$ cat src/rtl/resp_misr.sv
// resp_misr: compacts a stream of 3-bit responses {o1,o2,o3} into a MISR
// signature and, after a programmed number of vectors, compares it against a
// golden value so that a whole test run reduces to a single pass/fail bit.
//
// Ports:
//   clk, rst            : single clock, asynchronous active-high reset
//   start               : one-cycle pulse; samples num_vec and exp_sig
//   num_vec, exp_sig    : run length and golden signature
//   in_valid, o1/o2/o3  : response handshake (accepted when in_ready is high)
//   in_ready, busy      : high while a run is collecting responses
//   done, pass, timeout : run finished / signature matched / watchdog fired
//   sig, count          : current signature and responses accepted this run
//
// Optional build macro RESP_MISR_TIMEOUT_EN adds an idle watchdog that ends a
// run after TIMEOUT consecutive RUN cycles without an accept. Without it,
// timeout is tied low and a run waits indefinitely for responses.
module resp_misr #(
    parameter int               SIG_W   = 16,
    parameter int               CNT_W   = 8,
    parameter logic [SIG_W-1:0] POLY    = 16'h1021,
    parameter logic [SIG_W-1:0] SEED    = 16'hFFFF,
    parameter int               TIMEOUT = 16
) (
    input  logic             clk,
    input  logic             rst,
    input  logic             start,
    input  logic [CNT_W-1:0] num_vec,
    input  logic [SIG_W-1:0] exp_sig,
    input  logic             in_valid,
    input  logic             o1,
    input  logic             o2,
    input  logic             o3,
    output logic             in_ready,
    output logic             busy,
    output logic             done,
    output logic             pass,
    output logic             timeout,
    output logic [SIG_W-1:0] sig,
    output logic [CNT_W-1:0] count
);

    typedef enum logic [1:0] {
        IDLE = 2'd0,
        RUN  = 2'd1,
        DONE = 2'd2
    } state_t;

    state_t           state_q, state_d;
    logic [SIG_W-1:0] sig_q, sig_d;
    logic [CNT_W-1:0] count_q, count_d;
    logic [CNT_W-1:0] num_q, num_d;
    logic [SIG_W-1:0] exp_q, exp_d;
    logic             timeout_q, timeout_d;

    // Next MISR value if the current response is folded in.
    logic [SIG_W-1:0] sig_step;
    always_comb begin
        sig_step = {sig_q[SIG_W-2:0], 1'b0}
                 ^ (sig_q[SIG_W-1] ? POLY : '0)
                 ^ {{(SIG_W-3){1'b0}}, o1, o2, o3};
    end

`ifdef RESP_MISR_TIMEOUT_EN
    localparam int WD_W = $clog2(TIMEOUT + 1);
    logic [WD_W-1:0] wd_q, wd_d;
`endif

    always_ff @(posedge clk or posedge rst) begin
        if (rst) begin
            state_q   <= IDLE;
            sig_q     <= SEED;
            count_q   <= '0;
            num_q     <= '0;
            exp_q     <= '0;
            timeout_q <= 1'b0;
`ifdef RESP_MISR_TIMEOUT_EN
            wd_q      <= '0;
`endif
        end else begin
            state_q   <= state_d;
            sig_q     <= sig_d;
            count_q   <= count_d;
            num_q     <= num_d;
            exp_q     <= exp_d;
            timeout_q <= timeout_d;
`ifdef RESP_MISR_TIMEOUT_EN
            wd_q      <= wd_d;
`endif
        end
    end

    always_comb begin
        state_d   = state_q;
        sig_d     = sig_q;
        count_d   = count_q;
        num_d     = num_q;
        exp_d     = exp_q;
        timeout_d = timeout_q;
`ifdef RESP_MISR_TIMEOUT_EN
        wd_d      = wd_q;
`endif
        case (state_q)
            // A start from DONE behaves exactly like one from IDLE.
            IDLE, DONE: begin
                if (start) begin
                    sig_d     = SEED;
                    count_d   = '0;
                    num_d     = num_vec;
                    exp_d     = exp_sig;
                    timeout_d = 1'b0;
`ifdef RESP_MISR_TIMEOUT_EN
                    wd_d      = '0;
`endif
                    state_d   = (num_vec == '0) ? DONE : RUN;
                end
            end
            RUN: begin
                // in_ready is high throughout RUN, so in_valid alone is an accept.
                if (in_valid) begin
                    sig_d   = sig_step;
                    count_d = count_q + 1'b1;
`ifdef RESP_MISR_TIMEOUT_EN
                    wd_d    = '0;
`endif
                    if (count_d == num_q) begin
                        state_d = DONE;
                    end
                end
`ifdef RESP_MISR_TIMEOUT_EN
                else if (wd_q == WD_W'(TIMEOUT - 1)) begin
                    // This idle cycle is the TIMEOUT-th in a row.
                    state_d   = DONE;
                    timeout_d = 1'b1;
                end else begin
                    wd_d = wd_q + 1'b1;
                end
`endif
            end
            default: state_d = IDLE;
        endcase
    end

    assign in_ready = (state_q == RUN);
    assign busy     = (state_q == RUN);
    assign done     = (state_q == DONE);
    assign pass     = done && !timeout_q && (sig_q == exp_q);
    assign timeout  = timeout_q;
    assign sig      = sig_q;
    assign count    = count_q;

endmodule

$ cat config.mk
export PLATFORM = sky130hd
export DESIGN_NAME = resp_misr
export DESIGN_NICKNAME = d
export VERILOG_FILES = /design/src/rtl/resp_misr.sv
export SDC_FILE = /design/constraint.sdc
export NUM_CORES = 1
export LEC_CHECK = 0
export BUFFER_PORTS_ARGS = -buffer_cell sky130_fd_sc_hd__buf_4
export CAP_MARGIN = 20
export CELL_PAD_IN_SITES_DETAIL_PLACEMENT = 1
export CELL_PAD_IN_SITES_GLOBAL_PLACEMENT = 2
export CORE_AREA = 2 2 93 95
export DETAILED_ROUTE_END_ITERATION = 8
export DIE_AREA = 0 0 95 97
export PLACE_DENSITY_LB_ADDON = 0.12
export SYNTH_ARGS = -nofsm -noshare
export SYNTH_HDL_FRONTEND = slang
export SYNTH_SLANG_ARGS = --single-unit
$ cat constraint.sdc
create_clock -name clk -period 2.35 [get_ports clk]
set_input_delay 0.705 -clock clk [delete_from_list [all_inputs] [get_ports clk]]
set_output_delay 0.705 -clock clk [all_outputs]
set_load 0.005 [all_outputs]
---- Word-level counts from Yosys, hierarchy flattened ----
Cells that the tools add are included.
word-level totals
  bits in registers ....................... 50
cells by class
  $add $sub $neg .......................... 1
  equal/unequal tests ..................... 7
  muxes and demuxes ....................... 12
  bitwise logic cells ..................... 2
  reductions and logical operators ........ 8
operators with widths
  cell                 count
  $mux 16              2
  $pmux 16 s2          1
  $eq 16x16->1         1
  $mux 8               2
  $pmux 8 s2           1
  $xor 16x13->16       1
  $xor 16x3->16        1
  $mux 13              1
  $add 8x1->8 const B  1
  $eq 8x8->1           1
  $logic_not 8->1      1
  $mux 2               4
  $reduce_and 3->1     2
  $ne 2x2->1 const B   2
  $pmux 2 s2           1
  $eq 2x1->1 const B   1
  $eq 2x2->1 const B   1
  $logic_not 2->1      1
  $ne 2x1->1 const B   1
  $reduce_and 2->1     1
  $reduce_bool 2->1    1
  $reduce_or 2->1      1
  $logic_and 1x1->1    1

---- Logic depth before layout (Yosys ltp) ----
  word-level depth ........................ 5
  gate-level depth with buffers ........... 7
  mapped depth without buffers ............ 6

---- Worst setup path after synthesis ----
OpenSTA, ideal clock, no wires.
  path kind ............................... register to output
  start point ............................. reg sig_q[15] (netlist: sig[15])
  end point ............................... out pass
  arrival time ............................ 1303 ps
  data required time ...................... 1645 ps
  slack ................................... 342 ps
  stages on the path, launching flop included .. 6
  path buffers ............................ 1
  path through ............................ dfstp_2 > clkbuf_1 > xnor2_1 > nand4_1 > nor4_1 > and3_1
on the way
  longest elaborated chain between the ends .. 2
ends and longest elaborated chain
  item                    line  text
  start, declared         49    logic [SIG_W-1:0] sig_q, sig_d;
  start signal, assigned  81    sig_q <= sig_d;
  $eq 16x16->1            146   assign pass = done && !timeout_q && (sig_q == exp_q);
  $logic_and 1x1->1       146
  end, declared           36    output logic pass,
No other way between the ends.

---- Final worst setup path ----
  start point ............................. reg sig_q[3] (netlist: sig[3])
  end point ............................... out pass
The elaborated chain is that of the path after synthesis.

==> metrics.yaml <==
sta:
  fin_crit_sh_pct: 102
  finalSetupTns_ps: -50.4
  hold_viol: 0
  setup_violations: 1
  setup_ws_ps: -50.4
  min_period_ps: 2400
  final-max-slew-violation-count: 0
  rsz0062_at_grt: "true"
  fmax_mhz: 417
  fin_skew_ps: 8.40
  fin_hold_ws_ps: 423
clocking:
  htreeDepth: 2
  insertion_delay_ps: 320
  cts_hold_buf: 0
  clockBufferDepth: 2
  clock-root-buffer: "clkbuf_8"
  cts.clk_slew.worst_paths_ps: 100
  clock_sinks: 50
  cts_tree: "built"
  cts_buffers: 5
floorplan:
  die-height_um: 97
  start_util_pct: 30.8
  row_count: 33
  die_w_um: 95
  fp.coreArea_um2: 8130
  dieArea_um2: 9220
  pin_count: 60
synthesis:
  synth_most_common_cell: "nand2_1"
  yosysWarnings: 0
  netlist_instances: 285
  ys_seq_area_share_pct: 50.7
  post_synth.cell_area_avg_um2: 8.79
  synth_top_area_share_pct: 33.9
  synth_cell_type_count: 40
  synth_seq_cells: 50
  synth_nets: 317
  synth_edf_count: 0
  synth_top_flop_cell: "dfrtp_1"
  syn_area_um2: 2510
  synth_area_leaders: "dfrtp_1 34%, dfstp_2 17%, nand2_1 12%, xnor2_1 9.8%, nor2_1 5.4%"
  synth_common_cells: "79 x nand2_1, 36 x nor2_1, 34 x dfrtp_1"
  yosys.area.top_type: "dfrtp_1"
  synthArstFlopShare_pct: 100
run:
  drv_cap: 0
setup_path:
  path_max_fanout: 2
  path_class: "reg -> out"
  crit_required_ps: 1640
  r2r_cells: 6
  cp-end-kind: "output pin"
  arrival_ps: 1700
  r2r_start: "count[1]"
  start_kind: "flip-flop"
  r2r_slack_ps: 180
  rr_endpoint: "state_q[0]"
  cp-startpoint: "sig[3]"
pwr:
  pwr_density_cell_nw_per_um2: 1290
  ir_drop_uv: 460
  leakagePower_nw: 1.54
global_routing:
  globalRouteMet3Util_pct: 4.05
  grt_util_all_layers_pct: 17.1
  antenna_found_initial: 0
  grtUsageMet1_pct: 21.7
  busiest_layer: "met2"
  grt_pass1_vias: 2360
  grt_pass1_wl_mm: 12.1
  grt_max_degree: 51
  grt_use_met2_pct: 29.0
  grt.overflow.total: 0
drt:
  finalWirelength_mm: 7.36
  drc_errors: 0
  first_pass_iters: 4
  vias: 2152
  wl_per_cell_um: 16.0
  drt_iter0_drc: 79
  ant_nets: 0
  routed_via_density: 4.68
hold_path:
  hp-class: "in -> async"
placed_design:
  gp_congestion: 0.758
  place.port_buffers: 58
  place_hpwl_mm: 5.21
status:
  violations: "negative setup slack"
  status: "finished with violations"
layout:
  n_antenna_cell: 0
  drive_gt1_share_pct: 30.7
  final_nets: 386
  area_growth_pct: 31.6
-- sequential cells by signal, indices dropped and copies added (netlist names) --
register and cells:
exp_q 16, sig 16, state_q 2, count 8
num_q 8
-- placed cells by master (no fill, tap or decap), drive strengths merged --
| cell type | Yosys | layout |
|---|---|---|
| nand2 | 79 | 79 |
| buf | 6 | 79 |
| nor2 | 36 | 36 |
| dfrtp | 34 | 34 |
| xnor2 | 28 | 28 |
| dfstp | 16 | 16 |
| a21oi | 11 | 11 |
| nand3 | 8 | 8 |
| o21ai | 7 | 7 |
| a31oi | 5 | 5 |
| clkbuf | 11 | 5 |
| nand4 | 4 | 4 |
| xor2 | 4 | 4 |
| inv | 3 | 4 |
| nor3 | 3 | 3 |
| nand2b | 3 | 3 |
| a22o | 3 | 3 |
| or4 | 2 | 2 |
| nor4 | 2 | 2 |
| mux2i | 2 | 2 |
| and3 | 2 | 2 |
| nor2b | 2 | 2 |
| clkinv | 1 | 2 |
| nand3b | 1 | 1 |
| nor4bb | 1 | 1 |
| or3b | 1 | 1 |
| a211oi | 1 | 1 |
| or3 | 1 | 1 |
| o2111ai | 1 | 1 |
| a211o | 1 | 1 |
| o2bb2ai | 1 | 1 |
| a21o | 1 | 1 |
| o31ai | 1 | 1 |
| o22ai | 1 | 1 |
| ha | 1 | 1 |
| conb | 1 | 1 |
| bufinv | 0 | 1 |
-- layout make-up --
| class | instances | area, µm² |
|---|---|---|
| inverter | 4 | 15.0 |
| tap | 105 | 131 |
| sequential | 50 | 1270 |
| clock inverter | 3 | 43.8 |
| fill | 966 | 4840 |
| clock buffer | 5 | 68.8 |
| timing repair buffer | 79 | 606 |
| multi-input combinational | 214 | 1160 |
-- how the worst max path moves through the flow --
stage	end	slack, ps	depth (start not counted)
finish	pass	-50	5
global route	pass	-180	5
CTS	pass	-70	5
detailed placement	pass	190	5
global placement	state_q[0]	210	6
floorplan	pass	340	5
-- critical path: stages (launching register included) --
cell and delay (ps):
dfstp_2 560, xnor2_1 110, nand4_1 120, nor4_2 290, and3_1 190, buf_4 100
-- metrics by stage --
stage                     utilization [%]  cell area (µm²)  setup slack, ps  total power, mW  std cells
after floorplan                         -             2510              342             2.77        285
after global placement               37.9             3080              205             3.46        440
after detailed placement             37.9             3080              194             3.52        440
after CTS                            40.5             3300            -72.0             4.34        460
after global routing                 40.5             3300             -181             4.64        460
final                                40.5             3300            -50.4             4.26        460
-- power by group --
part / internal, mW / switching (mW)
sequential: 1.34 / 0.347
combinational: 0.995 / 0.946
clock: 0.320 / 0.318
-- cells by family after synthesis --
logic type               synth area share, %
AO/OA/AOI/OAI                           8.09
multiplexers                           0.799
adder cells (fa/ha/maj)                0.499
buffers and inverters                   3.54
AND/OR/NAND/NOR                         25.0
XOR/XNOR                                11.2
other                                  0.150
flip-flops                              50.7
-- metal layers --
layer / vias to the layer above / routed length (µm)
li1: 1062 / -
met1: 1046 / 3290
met2: 36 / 3670
met3: 8 / 318
met4: 0 / 83
met5: - / 0
-- timing repair --
item | 4_1_cts | 5_1_grt
setup endpoints to repair | 1 | 1
resized for setup | 2 | 0
setup buffers | 12 | 0
pin swaps | 6 | 1
endpoints found under the hold margin | 0 | 0
gates cloned | 0 | 0
Note: power is estimated with default switching activity, not from simulation.
